[src/rtl/usb_ep_reg_bank.sv]
// USB endpoint register bank: decodes front-end register accesses, serialises
// multi-byte buffer transfers into per-byte FIFO strobes, keeps STATUS/ERROR and
// issues TX packet commands. Define USB_REG_BANK_IRQ_EN to add IRQ_MASK and irq.
module usb_ep_reg_bank #(
    parameter int DATA_W    = 32,
    parameter int BUF_DEPTH = 64,
    parameter int OCC_W     = 7,
    localparam int SZ_W     = (DATA_W > 8) ? $clog2(DATA_W / 8) : 1
) (
    input  logic              clk,
    input  logic              n_rst,
    input  logic              req,
    input  logic [3:0]        reg_addr,
    input  logic              reg_write,
    input  logic [SZ_W-1:0]   size,
    input  logic [DATA_W-1:0] wdata,
    output logic [DATA_W-1:0] rdata,
    output logic              done,
    output logic              hold,
    input  logic [OCC_W-1:0]  buffer_occupancy,
    input  logic [7:0]        rx_data,
    output logic              get_rx_data,
    output logic              store_tx_data,
    output logic [7:0]        tx_data,
    output logic              clear,
    input  logic [2:0]        rx_packet,
    input  logic              rx_data_ready,
    input  logic              rx_transfer_active,
    input  logic              rx_error,
    input  logic              tx_transfer_active,
    input  logic              tx_error,
    output logic [2:0]        tx_packet,
    output logic              tx_start,
    output logic              d_mode
`ifdef USB_REG_BANK_IRQ_EN
    ,
    output logic              irq
`endif
);

    typedef enum logic [1:0] {IDLE = 2'd0, XFER = 2'd1, DONE = 2'd2} state_t;

    state_t            state_q, state_d;
    logic [SZ_W-1:0]   size_q, size_d, idx_q, idx_d;
    logic              wr_q, wr_d;
    logic [DATA_W-1:0] wdata_q, wdata_d, rdata_q, rdata_d;
    logic              done_q, done_d, clear_q, clear_d;
    logic [3:0]        pid_q, pid_d;
    logic [3:0]        err_q, err_d;
    logic [2:0]        txc_q, txc_d;
    logic [15:0]       irq_mask_q, irq_mask_d;
    logic              irq_q, irq_d;

    logic              xfer_s, occ_nz_s, full_s, pop_s, push_s, req_idle_s;
    logic [SZ_W+2:0]   bit_s;
    logic [15:0]       status_s, reg_val_s;

    assign xfer_s     = (state_q == XFER);
    assign occ_nz_s   = (buffer_occupancy != '0);
    assign full_s     = (buffer_occupancy >= OCC_W'(BUF_DEPTH));
    assign pop_s      = xfer_s && !wr_q && occ_nz_s;
    assign push_s     = xfer_s && wr_q && !full_s;
    assign req_idle_s = req && (state_q == IDLE);
    assign bit_s      = {idx_q, 3'b000};
    assign status_s   = {6'b000000, tx_transfer_active, rx_transfer_active, 3'b000, pid_q, occ_nz_s};

    // Byte strobes follow live occupancy so an empty/full FIFO is never touched.
    assign get_rx_data   = pop_s;
    assign store_tx_data = push_s;
    assign tx_data       = push_s ? wdata_q[bit_s +: 8] : 8'h00;
    assign hold          = (state_q != IDLE);
    assign done          = done_q;
    assign rdata         = rdata_q;
    assign clear         = clear_q;
    assign tx_start      = (txc_q != 3'd0) && !tx_transfer_active;
    assign tx_packet     = tx_start ? txc_q : 3'd0;
    assign d_mode        = tx_transfer_active;
`ifdef USB_REG_BANK_IRQ_EN
    assign irq           = irq_q;
`endif

    // Register read multiplexer.
    always_comb begin
        reg_val_s = 16'h0000;
        case (reg_addr)
            4'd1:    reg_val_s = status_s;
            4'd2:    reg_val_s = {12'h000, err_q};
            4'd3:    reg_val_s = 16'(buffer_occupancy);
            4'd4:    reg_val_s = {13'h0000, txc_q};
`ifdef USB_REG_BANK_IRQ_EN
            4'd6:    reg_val_s = irq_mask_q;
`endif
            default: reg_val_s = 16'h0000;
        endcase
    end

    // Next-state logic for the access sequencer and all registers.
    always_comb begin
        state_d    = state_q;
        size_d     = size_q;
        idx_d      = idx_q;
        wr_d       = wr_q;
        wdata_d    = wdata_q;
        rdata_d    = rdata_q;
        done_d     = 1'b0;
        clear_d    = 1'b0;
        pid_d      = pid_q;
        txc_d      = txc_q;
        irq_mask_d = irq_mask_q;
        irq_d      = 1'b0;

        if (rx_data_ready) begin
            case (rx_packet)
                3'd0:    pid_d = 4'b0000;
                3'd1:    pid_d = 4'b0001;
                3'd2:    pid_d = 4'b0010;
                3'd3:    pid_d = 4'b0100;
                3'd4:    pid_d = 4'b1000;
                default: pid_d = pid_q;
            endcase
        end else begin
            pid_d = pid_q;
        end

        // An ERROR read clears the register, but same-cycle set events survive.
        err_d = ((req_idle_s && !reg_write && (reg_addr == 4'd2)) ? 4'h0 : err_q)
              | {xfer_s && !wr_q && !occ_nz_s, xfer_s && wr_q && full_s, tx_error, rx_error};

        if (tx_start) begin
            txc_d = 3'd0;
        end else begin
            txc_d = txc_q;
        end
        if (req_idle_s && reg_write && (reg_addr == 4'd4)
            && (wdata[7:0] >= 8'd1) && (wdata[7:0] <= 8'd4)) begin
            txc_d = wdata[2:0];
        end else begin
            txc_d = txc_d;
        end

`ifdef USB_REG_BANK_IRQ_EN
        if (req_idle_s && reg_write && (reg_addr == 4'd6)) begin
            irq_mask_d = wdata[15:0];
        end else begin
            irq_mask_d = irq_mask_q;
        end
        irq_d = |({4'h0, err_q, 3'b000, status_s[4:0]} & irq_mask_q);
`endif

        case (state_q)
            IDLE: begin
                if (req && (reg_addr == 4'd0)) begin
                    state_d = XFER;
                    size_d  = size;
                    wr_d    = reg_write;
                    wdata_d = wdata;
                    idx_d   = '0;
                    rdata_d = '0;
                end else if (req) begin
                    done_d  = 1'b1;
                    rdata_d = reg_write ? '0 : DATA_W'(reg_val_s);
                    clear_d = reg_write && (reg_addr == 4'd5) && (wdata != '0);
                end else begin
                    state_d = IDLE;
                end
            end
            XFER: begin
                if (!wr_q) begin
                    rdata_d[bit_s +: 8] = pop_s ? rx_data : 8'h00;
                end else begin
                    rdata_d = rdata_q;
                end
                if (idx_q == size_q) begin
                    state_d = DONE;
                    done_d  = 1'b1;
                end else begin
                    idx_d = idx_q + SZ_W'(1);
                end
            end
            DONE:    state_d = IDLE;
            default: state_d = IDLE;
        endcase
    end

    // State and output registers.
    always_ff @(posedge clk or negedge n_rst) begin
        if (!n_rst) begin
            state_q    <= IDLE;
            size_q     <= '0;
            idx_q      <= '0;
            wr_q       <= 1'b0;
            wdata_q    <= '0;
            rdata_q    <= '0;
            done_q     <= 1'b0;
            clear_q    <= 1'b0;
            pid_q      <= 4'h0;
            err_q      <= 4'h0;
            txc_q      <= 3'd0;
            irq_mask_q <= 16'h0000;
            irq_q      <= 1'b0;
        end else begin
            state_q    <= state_d;
            size_q     <= size_d;
            idx_q      <= idx_d;
            wr_q       <= wr_d;
            wdata_q    <= wdata_d;
            rdata_q    <= rdata_d;
            done_q     <= done_d;
            clear_q    <= clear_d;
            pid_q      <= pid_d;
            err_q      <= err_d;
            txc_q      <= txc_d;
            irq_mask_q <= irq_mask_d;
            irq_q      <= irq_d;
        end
    end

endmodule

[config.mk]
export PLATFORM = sky130hd
export DESIGN_NAME = usb_ep_reg_bank
export DESIGN_NICKNAME = d
export VERILOG_FILES = /design/src/rtl/usb_ep_reg_bank.sv
export SDC_FILE = /design/constraint.sdc
export NUM_CORES = 1
export LEC_CHECK = 0
export CORE_UTILIZATION = 43
export DETAILED_ROUTE_END_ITERATION = 7
export GPL_ROUTABILITY_DRIVEN = 0
export PLACE_DENSITY = 0.74
export SETUP_SLACK_MARGIN = 0.2
export SYNTH_ARGS = -nofsm -noshare
export SYNTH_HDL_FRONTEND = slang
export SYNTH_SLANG_ARGS = --single-unit
[constraint.sdc]
create_clock -name clk -period 2.2 [get_ports clk]
set_input_delay 0.22 -clock clk [delete_from_list [all_inputs] [get_ports clk]]
set_output_delay 0.22 -clock clk [all_outputs]
set_load 0.03 [all_outputs]
==> results of run 1 <==
synthesized netlist by cell type (3+ instances only):
library cell,count,area share (%)
sky130_fd_sc_hd__a22o_1,19,4.2
sky130_fd_sc_hd__nor4b_1,3,0.66
sky130_fd_sc_hd__mux4_2,8,4.5
sky130_fd_sc_hd__nand3b_1,4,0.75
sky130_fd_sc_hd__a21o_1,5,0.94
sky130_fd_sc_hd__a21oi_1,5,0.63
sky130_fd_sc_hd__nand4_1,3,0.47
sky130_fd_sc_hd__nor2b_1,17,2.7
sky130_fd_sc_hd__dfrtp_1,84,53
sky130_fd_sc_hd__clkbuf_1,6,0.56
sky130_fd_sc_hd__nand2_1,19,1.8
sky130_fd_sc_hd__a221o_1,7,1.8
sky130_fd_sc_hd__nor4_1,11,1.7
sky130_fd_sc_hd__a32o_1,4,1.0
sky130_fd_sc_hd__nand3_1,5,0.63
sky130_fd_sc_hd__inv_1,8,0.75
sky130_fd_sc_hd__buf_1,3,0.28
sky130_fd_sc_hd__nor3_1,4,0.50
sky130_fd_sc_hd__ha_1,4,1.3
sky130_fd_sc_hd__and3_1,3,0.47
sky130_fd_sc_hd__mux2i_1,8,2.0
sky130_fd_sc_hd__mux2_2,36,10
sky130_fd_sc_hd__o21ai_0,7,0.88
sky130_fd_sc_hd__nor2_1,9,0.85
timing repair:
| item | 4_1_cts | 5_1_grt |
|---|---|---|
| hold buffers | 1 | 0 |
| resized for setup | 14 | 7 |
| endpoints found under the setup margin | 29 | 24 |
| pin swaps | 3 | 1 |
| hold endpoints to repair | 84 | 0 |
| setup buffers | 3 | 0 |
sequential cells by signal, indices dropped and copies added, names as in the netlist:
name,count
txc_q,3
rdata,32
idx_q,2
err_q,4
clear,1
pid_q,4
done,1
size_q,2
wdata_q,32
state_q,2
wr_q,1
report_power, final:
part / internal [mW] / switching [mW]
Combinational: 1.05 / 0.872
Sequential: 1.95 / 0.249
Clock: 0.420 / 0.583
kinds of logic after synthesis:
kind of cell    count (synthesis)
mux                            52
xor+xnor                        3
flops                          84
compound gates                 59
buf+inv                        23
fa+ha+maj                       4
simple gates                   96
final cells by class:
cell class | instances | share of cell area [%]
inverters | 9 | 0.595
multi-input cells | 214 | 32.1
flip-flops and latches | 84 | 37.1
well taps | 108 | 2.38
clock buffers | 10 | 2.25
repair buffers | 149 | 24.8
clock inverters | 6 | 0.860
critical path, delay by kind of cell (launching register included):
kind	cells	cell delay, ps
multiplexers	1	500
buffers and inverters	2	350
AND/OR/NAND/NOR	1	160
flip-flops	1	390
per-layer routing:
metal  up-vias  GRT usage, %
met5         -             0
met4         0          7.81
met3         9          4.58
met2       104          39.2
met1      1601          30.6
li1       1500             -
per-stage QoR:
step | worst slack (ps) | area, um2 | util, % | hold slack (ps)
6_report | 228 | 5680 | 64.2 | 379
5_1_grt | 134 | 5680 | 64.2 | 399
4_1_cts | 145 | 5660 | 64.0 | 367
3_5_place_dp | -261 | 5420 | 61.3 | 288
3_3_place_gp | -218 | 5420 | 61.3 | 285
2_1_floorplan | 210 | 3990 | - | -75.6
worst paths after layout:
kind                                      from          to  slack, ps  cells past startpoint
setup / recovery                      idx_q[0]  tx_data[6]        230                      4
hold / removal             buffer_occupancy[6]    err_q[2]        380                      3
setup reg to reg                    state_q[1]    err_q[2]        310                      4
hold reg to reg                       err_q[0]    err_q[0]        490                      1
max in group asynchronous                n_rst    idx_q[1]       1390                      3
min in group asynchronous                n_rst   rdata[12]        400                      3
==> metrics, run 1 <==
data required time at the worst endpoint=1980 ps; critical path's largest stage delay=500 ps; detailed-routing iteration count for the pre-antenna-repair pass=7; layout-stage area growth over the synthesis result=42.2%; maximum root-to-sink buffer count=2; floorplan core area=8850 um2; multiplexer area fraction after synthesis=16.7%; CP max FO=8; count of warnings emitted by yosys=0; footprint of the flip-flops and latches=2100 um2; die width=98.3 um; share of synthesized cell area in full adder, half adder and majority cells=1.25%; async set-or-reset flop fraction in the synthesized netlist=100%; total power of the final layout=5.12 mW; Syn Area/Cell=12.4 um2; worst-skew pair later-pin latency=360 ps; setup tns final=0 ps; violated checks=DRC; number of global-route vias before repair=3346; depth of the CTS H-tree=3; all-layer global routing usage=23.4%; area share of xor/xnor cells in the synthesized design=0.658%; final antenna diode count=0; Placement Rows=34; Detail Placement HPWL=8150 um; total nets after synthesis=390; Critical Path End Type=output port; power per cell area=902 nW/um2; distinct cell type count after synthesis=52; antenna violations before repair=0; number of vias per cell=5.54; initial standard-cell utilization of the core=45.1%; Worst path slowest cell=sky130_fd_sc_hd__mux4_2; Filler Cells Inserted=696; Cell Area, Synth=3990 um2; drt wl/cell=18.3 um; total length of routed met3 wires=602 um; fraction of the mapped netlist area in compound gates=12.0%; Post-Route WL=10600 um; number of sinks handled by clock tree synthesis=84; Post-synth top flop=sky130_fd_sc_hd__dfrtp_1; via count=3214; largest net degree at the start of global routing=85; leading cell type in the layout, fill and taps excluded=sky130_fd_sc_hd__clkdlybuf4s50_1; Rel. slew slack=69.7%; area of combinational cells with multiple inputs=1820 um2; Cells after DPL=560; most used cells in the layout excluding fill and tap cells=sky130_fd_sc_hd__clkdlybuf4s50_1, sky130_fd_sc_hd__dfrtp_1, sky130_fd_sc_hd__buf_4; final net count=536; DRC marker count from the first detailed-route iteration=130; number of enable-type register cells in the synthesized netlist=0; number of CTS-inserted buffers=9; Final setup viols=0; Layout Cells excl Fill=580; Max Clock Skew=14.8 ps; fraction of layout instances using a drive strength above 1=25.8%; DR DRC count=9; Die ar.=9670 um2; main combinational cell family by area after synthesis=multiplexers; synthesized-area fraction occupied by and/or/nand/nor cells=14.0%; Final Cycle Share=89.6%; first-pass GRT wire length=17300 um; buffers added on ports=114; maximum vdd ir drop=0.513 mV; slew of the pin with the lowest slew margin=455 ps; total leakage power=2.51 nW; upper clock frequency limit=0.507 GHz; outcome=finished with violations; register clock-pin slew on the reported worst setup and hold paths=90 ps; min Tclk post-route=1970 ps; overflow left after global routing=0; number of max-slew violations in the final report=0; class of the worst hold path=in -> reg; buffer type at the clock tree root=sky130_fd_sc_hd__clkbuf_8; met1 layer wirelength in the final routing=4580 um; worst path arrival time=1750 ps; antenna viol nets, final=0; flops & latches, synth=84; RSZ-0062 raised after global routing=yes; floorplan die height=98.3 um; IO Count=115; top layer in use=met4; met2 wire len=5300 um; # Max-Cap Violations=0; Critical Path Start Type=register; Seq/Total Area, Yosys=52.7%; count of mapped cells out of synthesis=321; clock tree from TritonCTS=done; count of endpoints failing hold in the final timing report=0; crit path kind=reg -> out; series of cell instances along the critical path=buf_6, mux4_2, nor2b_1, buf_4
No activity file was read; power rests on OpenSTA's default activity.
==> run 2: changes to the inputs <==
--- a/config.mk
+++ b/config.mk
@@ -5,7 +5,10 @@
 export SDC_FILE = /design/constraint.sdc
 export NUM_CORES = 1
 export LEC_CHECK = 0
+export CAP_MARGIN = 30
+export CORE_MARGIN = 2
 export CORE_UTILIZATION = 43
+export CTS_BUF_LIST = sky130_fd_sc_hd__clkbuf_16
 export DETAILED_ROUTE_END_ITERATION = 7
 export GPL_ROUTABILITY_DRIVEN = 0
 export PLACE_DENSITY = 0.74
==> run 2 against run 1 <==
  * The flow now finishes without violations
  * Via count increased by 1.9%
  * Fmax increased by 0.45%
  * Sequential share of layout area decreased by 0.62 points
  * Clock-buffer cell count decreased by 1
  * Design area increased by 1.6%
  * Non-clock buffer count decreased by 4
  * Sequential cell count unchanged
  * Critical path type unchanged
  * Largest cell class unchanged
==> metrics, run 2 (synthesis gave the netlist of run 1 again) <==
drt wl/cell=18.4 um; part of the total power dissipated in the clock network=25.8%; Cells after DPL=558; final net count=532; all-layer global routing usage=22.0%; data required time at the worst endpoint=1980 ps; antenna violations before repair=0; CP max FO=12; Final setup viols=0; Layout Cells excl Fill=579; total power of the final layout=5.57 mW; first-pass GRT wire length=17000 um; buffers added on ports=114; Detail Placement HPWL=7980 um; setup slack, reg-to-reg=270 ps; leading cell type in the layout, fill and taps excluded=sky130_fd_sc_hd__clkdlybuf4s50_1; upper clock frequency limit=0.509 GHz; largest net degree at the start of global routing=42; count of endpoints failing hold in the final timing report=0; count of cells along the worst register-to-register path=4; layout-stage area growth over the synthesis result=44.5%; floorplan core area=9110 um2; power per cell area=965 nW/um2; slew of the pin with the lowest slew margin=535 ps; depth of the CTS H-tree=3; number of max-slew violations in the final report=0; maximum root-to-sink buffer count=2; clock tree from TritonCTS=done; Critical Path Start Type=register; Rel. slew slack=64.4%; detailed-routing iteration count for the pre-antenna-repair pass=4; # Max-Cap Violations=0; min Tclk post-route=1960 ps; number of sinks handled by clock tree synthesis=84; setup tns final=0 ps; final antenna diode count=0; fraction of power spent switching nets=32.1%; via count=3276; DRC marker count from the first detailed-route iteration=134; most used cells in the layout excluding fill and tap cells=sky130_fd_sc_hd__clkdlybuf4s50_1, sky130_fd_sc_hd__dfrtp_1, sky130_fd_sc_hd__mux2_2, sky130_fd_sc_hd__buf_4; initial standard-cell utilization of the core=43.8%; Max Clock Skew=6.75 ps; crit path kind=reg -> out; Die ar.=10100 um2; maximum vdd ir drop=0.507 mV; number of cells on the worst hold path=3; register clock-pin slew on the reported worst setup and hold paths=60 ps; floorplan die height=100 um; worst path arrival time=1740 ps; IO Count=115; outcome=completed; fraction of layout instances using a drive strength above 1=24.8%; worst-skew pair later-pin latency=340 ps; antenna viol nets, final=0; buffer type at the clock tree root=sky130_fd_sc_hd__clkbuf_16; Power Internal=3.78 mW; Sequential Power Share=39.6%; Filler Cells Inserted=708; number of global-route vias before repair=3304; number of CTS-inserted buffers=9; class of the worst hold path=in -> reg; number of vias per cell=5.66; switching power of the nets=1.79 mW; die width=100 um; RSZ-0062 raised after global routing=yes; DR DRC count=0; Critical Path End Type=output port; Placement Rows=35; Post-Route WL=10700 um; combinational group share of total power=34.6%; overflow left after global routing=0; total leakage power=2.57 nW; Final Cycle Share=89.2%
[run 2: changes by cell type in the layout (fill, tap and decap cells not counted), moves of 2 or more]
cell | previous run | this run
sky130_fd_sc_hd__clkbuf_16 | 0 | 9
sky130_fd_sc_hd__clkbuf_8 | 9 | 0
sky130_fd_sc_hd__buf_4 | 39 | 36
sky130_fd_sc_hd__dlygate4sd2_1 | 5 | 2
sky130_fd_sc_hd__dlymetal6s2s_1 | 0 | 3
sky130_fd_sc_hd__buf_6 | 3 | 1
[run 2: timing repair]
action,4_1_cts,5_1_grt
buffers inserted,1,3
endpoints found under the setup margin,23,38
hold endpoints to repair,39,0
hold buffers,1,0
gates resized for setup,8,11
pin swaps,0,2
[run 2: final timing paths]
kind,endpoint,from
min reg2reg,rdata[16],rdata[16]
max,tx_data[4],idx_q[0]
min in group asynchronous,pid_q[3],n_rst
max reg2reg,err_q[2],state_q[0]
min,err_q[2],buffer_occupancy[6]
max in group asynchronous,txc_q[2],n_rst
[run 2: area by class of cell]
cell class                 instances  area [um2]  area share, %
inverter                           9        33.8          0.586
tap                              111         139           2.41
clock buffer                       9         225           3.90
timing repair buffer             145        1390           24.1
sequential                        84        2100           36.4
multi-input combinational        214        1820           31.5
clock inverter                     7        58.8           1.02
[run 2: through the flow]
| stage | setup WS, ps | utilization [%] | cell area, um2 | hold WS (ps) |
|---|---|---|---|---|
| after global routing | 183 | 63.3 | 5770 | 322 |
| after detailed placement | -263 | 59.2 | 5390 | 239 |
| after global placement | -249 | 59.2 | 5390 | 233 |
| after floorplan | 210 | - | 3990 | -75.6 |
| final | 237 | 63.3 | 5770 | 305 |
| after CTS | 10.8 | 62.8 | 5720 | 420 |
[run 2: metal layers]
metal	routed length [um]	global-route usage [%]	vias up	share of wire, %
li1	-	-	1498	-
met1	4760	30.1	1650	45
met2	5090	34.7	111	48
met3	597	4.46	17	5.6
met4	216	8.43	0	2.0
met5	0	0	-	0
[run 2: power by group through the flow]
| stage | logic, mW | clock network [mW] | registers (mW) |
|---|---|---|---|
| floorplan | 1.12 | 0 | 2.23 |
| global placement | 1.80 | 0 | 2.19 |
| CTS | 1.88 | 1.45 | 2.20 |
| finish | 1.92 | 1.44 | 2.21 |
| global route | 2.08 | 1.53 | 2.25 |
| detailed placement | 1.85 | 0 | 2.22 |
[run 2: critical path, stage by stage (launching register included)]
cell                      delay (ps)
sky130_fd_sc_hd__dfrtp_1         390
sky130_fd_sc_hd__buf_12          170
sky130_fd_sc_hd__mux4_2          510
sky130_fd_sc_hd__nor2b_1         170
sky130_fd_sc_hd__buf_4           170
==> run 3: changes to the inputs <==
--- a/config.mk
+++ b/config.mk
@@ -6,12 +6,13 @@
 export NUM_CORES = 1
 export LEC_CHECK = 0
 export CAP_MARGIN = 30
-export CORE_MARGIN = 2
-export CORE_UTILIZATION = 43
+export CELL_PAD_IN_SITES_DETAIL_PLACEMENT = 1
+export CELL_PAD_IN_SITES_GLOBAL_PLACEMENT = 1
+export CORE_UTILIZATION = 34
 export CTS_BUF_LIST = sky130_fd_sc_hd__clkbuf_16
 export DETAILED_ROUTE_END_ITERATION = 7
 export GPL_ROUTABILITY_DRIVEN = 0
-export PLACE_DENSITY = 0.74
+export PLACE_DENSITY = 0.75
 export SETUP_SLACK_MARGIN = 0.2
 export SYNTH_ARGS = -nofsm -noshare
 export SYNTH_HDL_FRONTEND = slang
==> run 3 against run 2 <==
  * Clock skew about the same
  * Power grew 2.8%
  * Critical path depth is the same
  * Sequential power is essentially flat
  * Worst setup slack got worse by 16 ps
  * Sequential cell count stayed put
  * Fmax is 0.80% lower
  * Final cell count rose by 7.1%
  * Die area grew 21%
  * Clock-buffer cell count unchanged
  * Largest power group unchanged
==> metrics, run 3 (synthesis gave the netlist of run 1 again) <==
Final setup viols=0; die width=110 um; number of max-slew violations in the final report=0; most used cells in the layout excluding fill and tap cells=sky130_fd_sc_hd__clkdlybuf4s50_1, sky130_fd_sc_hd__dfrtp_1, sky130_fd_sc_hd__buf_4; setup tns final=0 ps; layout-stage area growth over the synthesis result=48.2%; footprint of the flip-flops and latches=2100 um2; IO Count=115; depth of the CTS H-tree=3; Rel. slew slack=69.4%; Max Clock Skew=6.31 ps; Placement Rows=39; maximum root-to-sink buffer count=2; outcome=completed; antenna viol nets, final=0; # Max-Cap Violations=0; Final Cycle Share=89.9%; register clock-pin slew on the reported worst setup and hold paths=70 ps; DR DRC count=0; leading cell type in the layout, fill and taps excluded=sky130_fd_sc_hd__clkdlybuf4s50_1; via count=3278; buffers added on ports=114; fraction of layout instances using a drive strength above 1=27.5%; overflow left after global routing=0; initial standard-cell utilization of the core=35.0%; antenna violations before repair=0; number of sinks handled by clock tree synthesis=84; total leakage power=2.60 nW; floorplan die height=110 um; worst-skew pair later-pin latency=350 ps; final cell area excluding filler cells=5920 um2; largest net degree at the start of global routing=65; detailed-routing iteration count for the pre-antenna-repair pass=4; worst path arrival time=1760 ps; buffer type at the clock tree root=sky130_fd_sc_hd__clkbuf_16; Critical Path End Type=output port; Critical Path Start Type=register; start of the worst register-to-register path=state_q[0]; area of combinational cells with multiple inputs=1840 um2; CP max FO=5; Detail Placement HPWL=9140 um; crit path kind=reg -> out; number of CTS-inserted buffers=9; min Tclk post-route=1980 ps; class of the worst hold path=in -> async; count of endpoints failing hold in the final timing report=0; final net count=541; slew of the pin with the lowest slew margin=455 ps; Die ar.=12200 um2; start point of the critical path=idx_q[0]; power per cell area=967 nW/um2; clock tree from TritonCTS=done; number of vias per cell=5.29; first-pass GRT wire length=18900 um; DRC marker count from the first detailed-route iteration=163; Filler Cells Inserted=1210; drt wl/cell=19.7 um; data required time at the worst endpoint=1980 ps; all-layer global routing usage=21.2%; number of global-route vias before repair=3508; floorplan core area=11400 um2; maximum vdd ir drop=0.634 mV; cell area reported after detailed placement=5490 um2; RSZ-0062 raised after global routing=yes; Post-Route WL=12200 um; upper clock frequency limit=0.505 GHz; final antenna diode count=0
-- run 3: worst max-delay path, cell delays in order (launching register included) --
cell	delay, ps
sky130_fd_sc_hd__dfrtp_2	440
sky130_fd_sc_hd__buf_12	150
sky130_fd_sc_hd__mux4_2	480
sky130_fd_sc_hd__nor2b_2	180
sky130_fd_sc_hd__buf_4	160
-- run 3: path summary, 6_finish.rpt --
check / end / slack (ps) / cells past startpoint
worst max register to register: txc_q[0] / 300 / 6
min in group clk: rdata[5] / 410 / 3
worst min-delay path: txc_q[2] / 310 / 2
worst max-delay path: tx_data[4] / 220 / 4
worst min register to register: err_q[0] / 480 / 1
max in group asynchronous: idx_q[0] / 1230 / 3
-- run 3: cell type report --
type	instances	area share, %
sequential	84	35.6
multi-input combinational	214	31.2
timing repair buffer	154	25.0
clock buffer	9	3.81
tap	143	3.02
clock inverter	7	0.888
inverter	9	0.571
-- run 3: through the flow --
step | total power [mW] | utilization (%) | std cells | setup WS, ps | hold WS, ps
floorplan | 3.35 | - | 321 | 210 | -75.6
global placement | 4.07 | 48.1 | 598 | -227 | 132
detailed placement | 4.18 | 48.1 | 598 | -252 | 130
CTS | 5.64 | 50.8 | 617 | 205 | 302
global route | 6.03 | 51.8 | 620 | 173 | 344
finish | 5.72 | 51.8 | 620 | 221 | 311
-- run 3: timing repair --
item                                    CTS  global route
endpoints found under the setup margin   22            24
cloned                                    0             1
pin swaps                                 3             2
setup buffers                             2             2
resized for setup                        15            18
hold endpoints to repair                 20             0
hold buffers                              1             0
-- run 3: report_power, final --
| part | switching [mW] | internal (mW) | leakage [nW] |
|---|---|---|---|
| Clock | 0.655 | 0.770 | 0.130 |
| Combinational | 0.941 | 1.15 | 1.38 |
| Sequential | 0.254 | 1.95 | 1.09 |
-- run 3: metal layers --
layer | routed length, um | vias up | track usage, %
met5 | 0 | - | 0
met4 | 104 | 0 | 5.36
met1 | 5360 | 1654 | 26.1
li1 | - | 1508 | -
met2 | 6150 | 107 | 37.0
met3 | 581 | 9 | 5.47
==> edit: new RTL, flow settings as in run 2 <==
The option `USB_REG_BANK_IRQ_EN` is turned on by a define.
--- a/src/rtl/usb_ep_reg_bank.sv
+++ b/src/rtl/usb_ep_reg_bank.sv
@@ -2,4 +2,6 @@
 // multi-byte buffer transfers into per-byte FIFO strobes, keeps STATUS/ERROR and
 // issues TX packet commands. Define USB_REG_BANK_IRQ_EN to add IRQ_MASK and irq.
+`define USB_REG_BANK_IRQ_EN
+
 module usb_ep_reg_bank #(
     parameter int DATA_W    = 32,
Behaviour (old outputs only; new: irq): not the same (Yosys sat finds a counterexample within 4 cycles, from zero or initial values and one cycle with n_rst low).
==> edit against run 2 <==
Register-to-register slack better by 80 ps. Power is 32% higher. Worst setup slack improved by 3.6 ps. Via count rose by 20%. Design area is 18% higher. Area after synthesis is 25% higher. Sequential cell count rose by 17. Hold slack better by 40 ps. Wire length is 29% higher.
==> edit: results (changes against run 2) <==
Synthesis:
- The count of different cell masters after synthesis came to 55 (was 52).
- The xor/xnor share of the synthesized area came to 0.525% (was 0.658%).
- Synth top area cells: dfrtp_1, mux2_2, a32o_1 (was dfrtp_1, mux2_2, mux4_2).
- The share of the synthesized area in compound gates (AO/OA/AOI/OAI) is 13.5% (was 12.0%).
- The adder and majority gate portion of the synthesized area came to 1.00% (was 1.25%).
- The part of the Yosys area used for sequential elements was 50.5% (was 52.7%).
- Most instantiated cells after synthesis: dfrtp_1, mux2_2, nor2_1 (was dfrtp_1, mux2_2, a22o_1, nand2_1, nor2b_1).
- The net count after synthesis is 478 (was 390).

Global route:
- The via count of the first global-routing pass is 3943 (was 3304).
- The met2 demand-to-capacity share in global routing is 36.2% (was 34.7%).
- The pin count of the biggest net entering global routing is 44 (was 42).
- The wire length of the first global-routing pass was 21000 um (was 17000 um).
- The overall routing resource usage came to 21.5% (was 22.0%).
- The met1 capacity usage during global routing was 29.5% (was 30.1%).
- The global-route track usage on met3 was 3.43% (was 4.46%).

Final layout:
- The post-layout net count was 605 (was 532).
- The number of standard cells in the final layout excluding fillers was 684 (was 579).
- The share of final-layout standard cells stronger than drive strength 1 came to 21.4% (was 24.8%).
- The count of filler cells inserted in the layout is 942 (was 708).

STA:
- The worst-case clock skew is 9.25 ps (was 6.75 ps).
- The pin slew with the least headroom to its limit came to 557 ps (was 535 ps).
- The top achievable clock speed is 510 MHz (was 509 MHz).

Place:
- The number of port buffers is 115 (was 114).
- The half-perimeter wire length after detailed placement was 10200 um (was 7980 um).
- The placed instance area is 6380 um^2 (was 5390 um^2).
- The number of placed instances, taps included is 660 (was 558).
- The worst setup slack after placement was 142 ps (was -263 ps).

Clocking:
- The post-cts repair resize count is 5 (was 8).
- The later-pin clock latency in the skew report is 340 ps (about the same).

Run status:
- Status: finished clean (unchanged).

Critical path:
- The endpoint arrival time on the critical path was 1740 ps (about the same).
- The worst reg2reg path startpoint is idx_q[0]$_DFFE_PN0P_ (was state_q[0]$_DFFE_PN0P_).
- The critical path's largest stage delay was 480 ps (was 510 ps).
- The highest fanout seen on the critical path is 5 (was 12).
- The end point of the critical path is tx_data[0] (was tx_data[4]).
- The reg2reg setup slack was 350 ps (was 270 ps).
- The reg-to-reg endpoint is rdata[25]$_DFFE_PN0P_ (was err_q[2]$_DFF_PN0_).
- The number of cells traversed by the worst register-to-register path is 5 (was 4).

Routing:
- The routed via count divided by cell count is 5.77 (was 5.66).
- The number of design-rule violations left by the first detailed-router iteration is 292 (was 134).
- The number of search-and-repair iterations in the first detailed-routing pass is 5 (was 4).
- The length of routed met3 wiring was 781 um (was 597 um).
- The met2 wire length is 6620 um (was 5090 um).
- The met1 wire length came to 6070 um (was 4760 um).

Pwr:
- The power in the clock group is 1.68 mW (was 1.44 mW).
- The power in sequential cells came to 2.88 mW (was 2.21 mW).
- The leakage component of the power is 2.90 nW (was 2.57 nW).
- The largest vdd supply drop is 605 uV (was 507 uV).
- The fraction of power spent switching nets is 33.5% (was 32.1%).

Min path:
- The classification of the worst-slack hold path is in -> async (was in -> reg).
-- edit: cell count changes after synthesis, sizes merged, moves of 5 or more --
| cell | delta |
|---|---|
| mux2 | +12 |
| a22o | -14 |
| a221o | -7 |
| a32o | +14 |
| and3 | -5 |
| buf | +11 |
| a32oi | +14 |
| nor2 | +15 |
| o21ai | +7 |
| nand3b | +6 |
| a21oi | +16 |
| dfrtp | +17 |
-- edit: final cells by class --
class / count / area share (%)
Multi-Input combinational cell: 275 / 34.1
Timing Repair Buffer: 140 / 20.9
Sequential cell: 101 / 37.2
Clock inverter: 7 / 1.33
Tap cell: 143 / 2.63
Inverter: 9 / 0.497
Clock buffer: 9 / 3.31
-- edit: through the flow --
stage	utilization [%]	power [mW]	hold slack, ps
after CTS	59.1	7.21	356
after global placement	56.1	5.41	170
final	59.8	7.33	345
after floorplan	-	4.50	-75.6
after detailed placement	56.1	5.50	183
after global routing	59.8	7.68	388
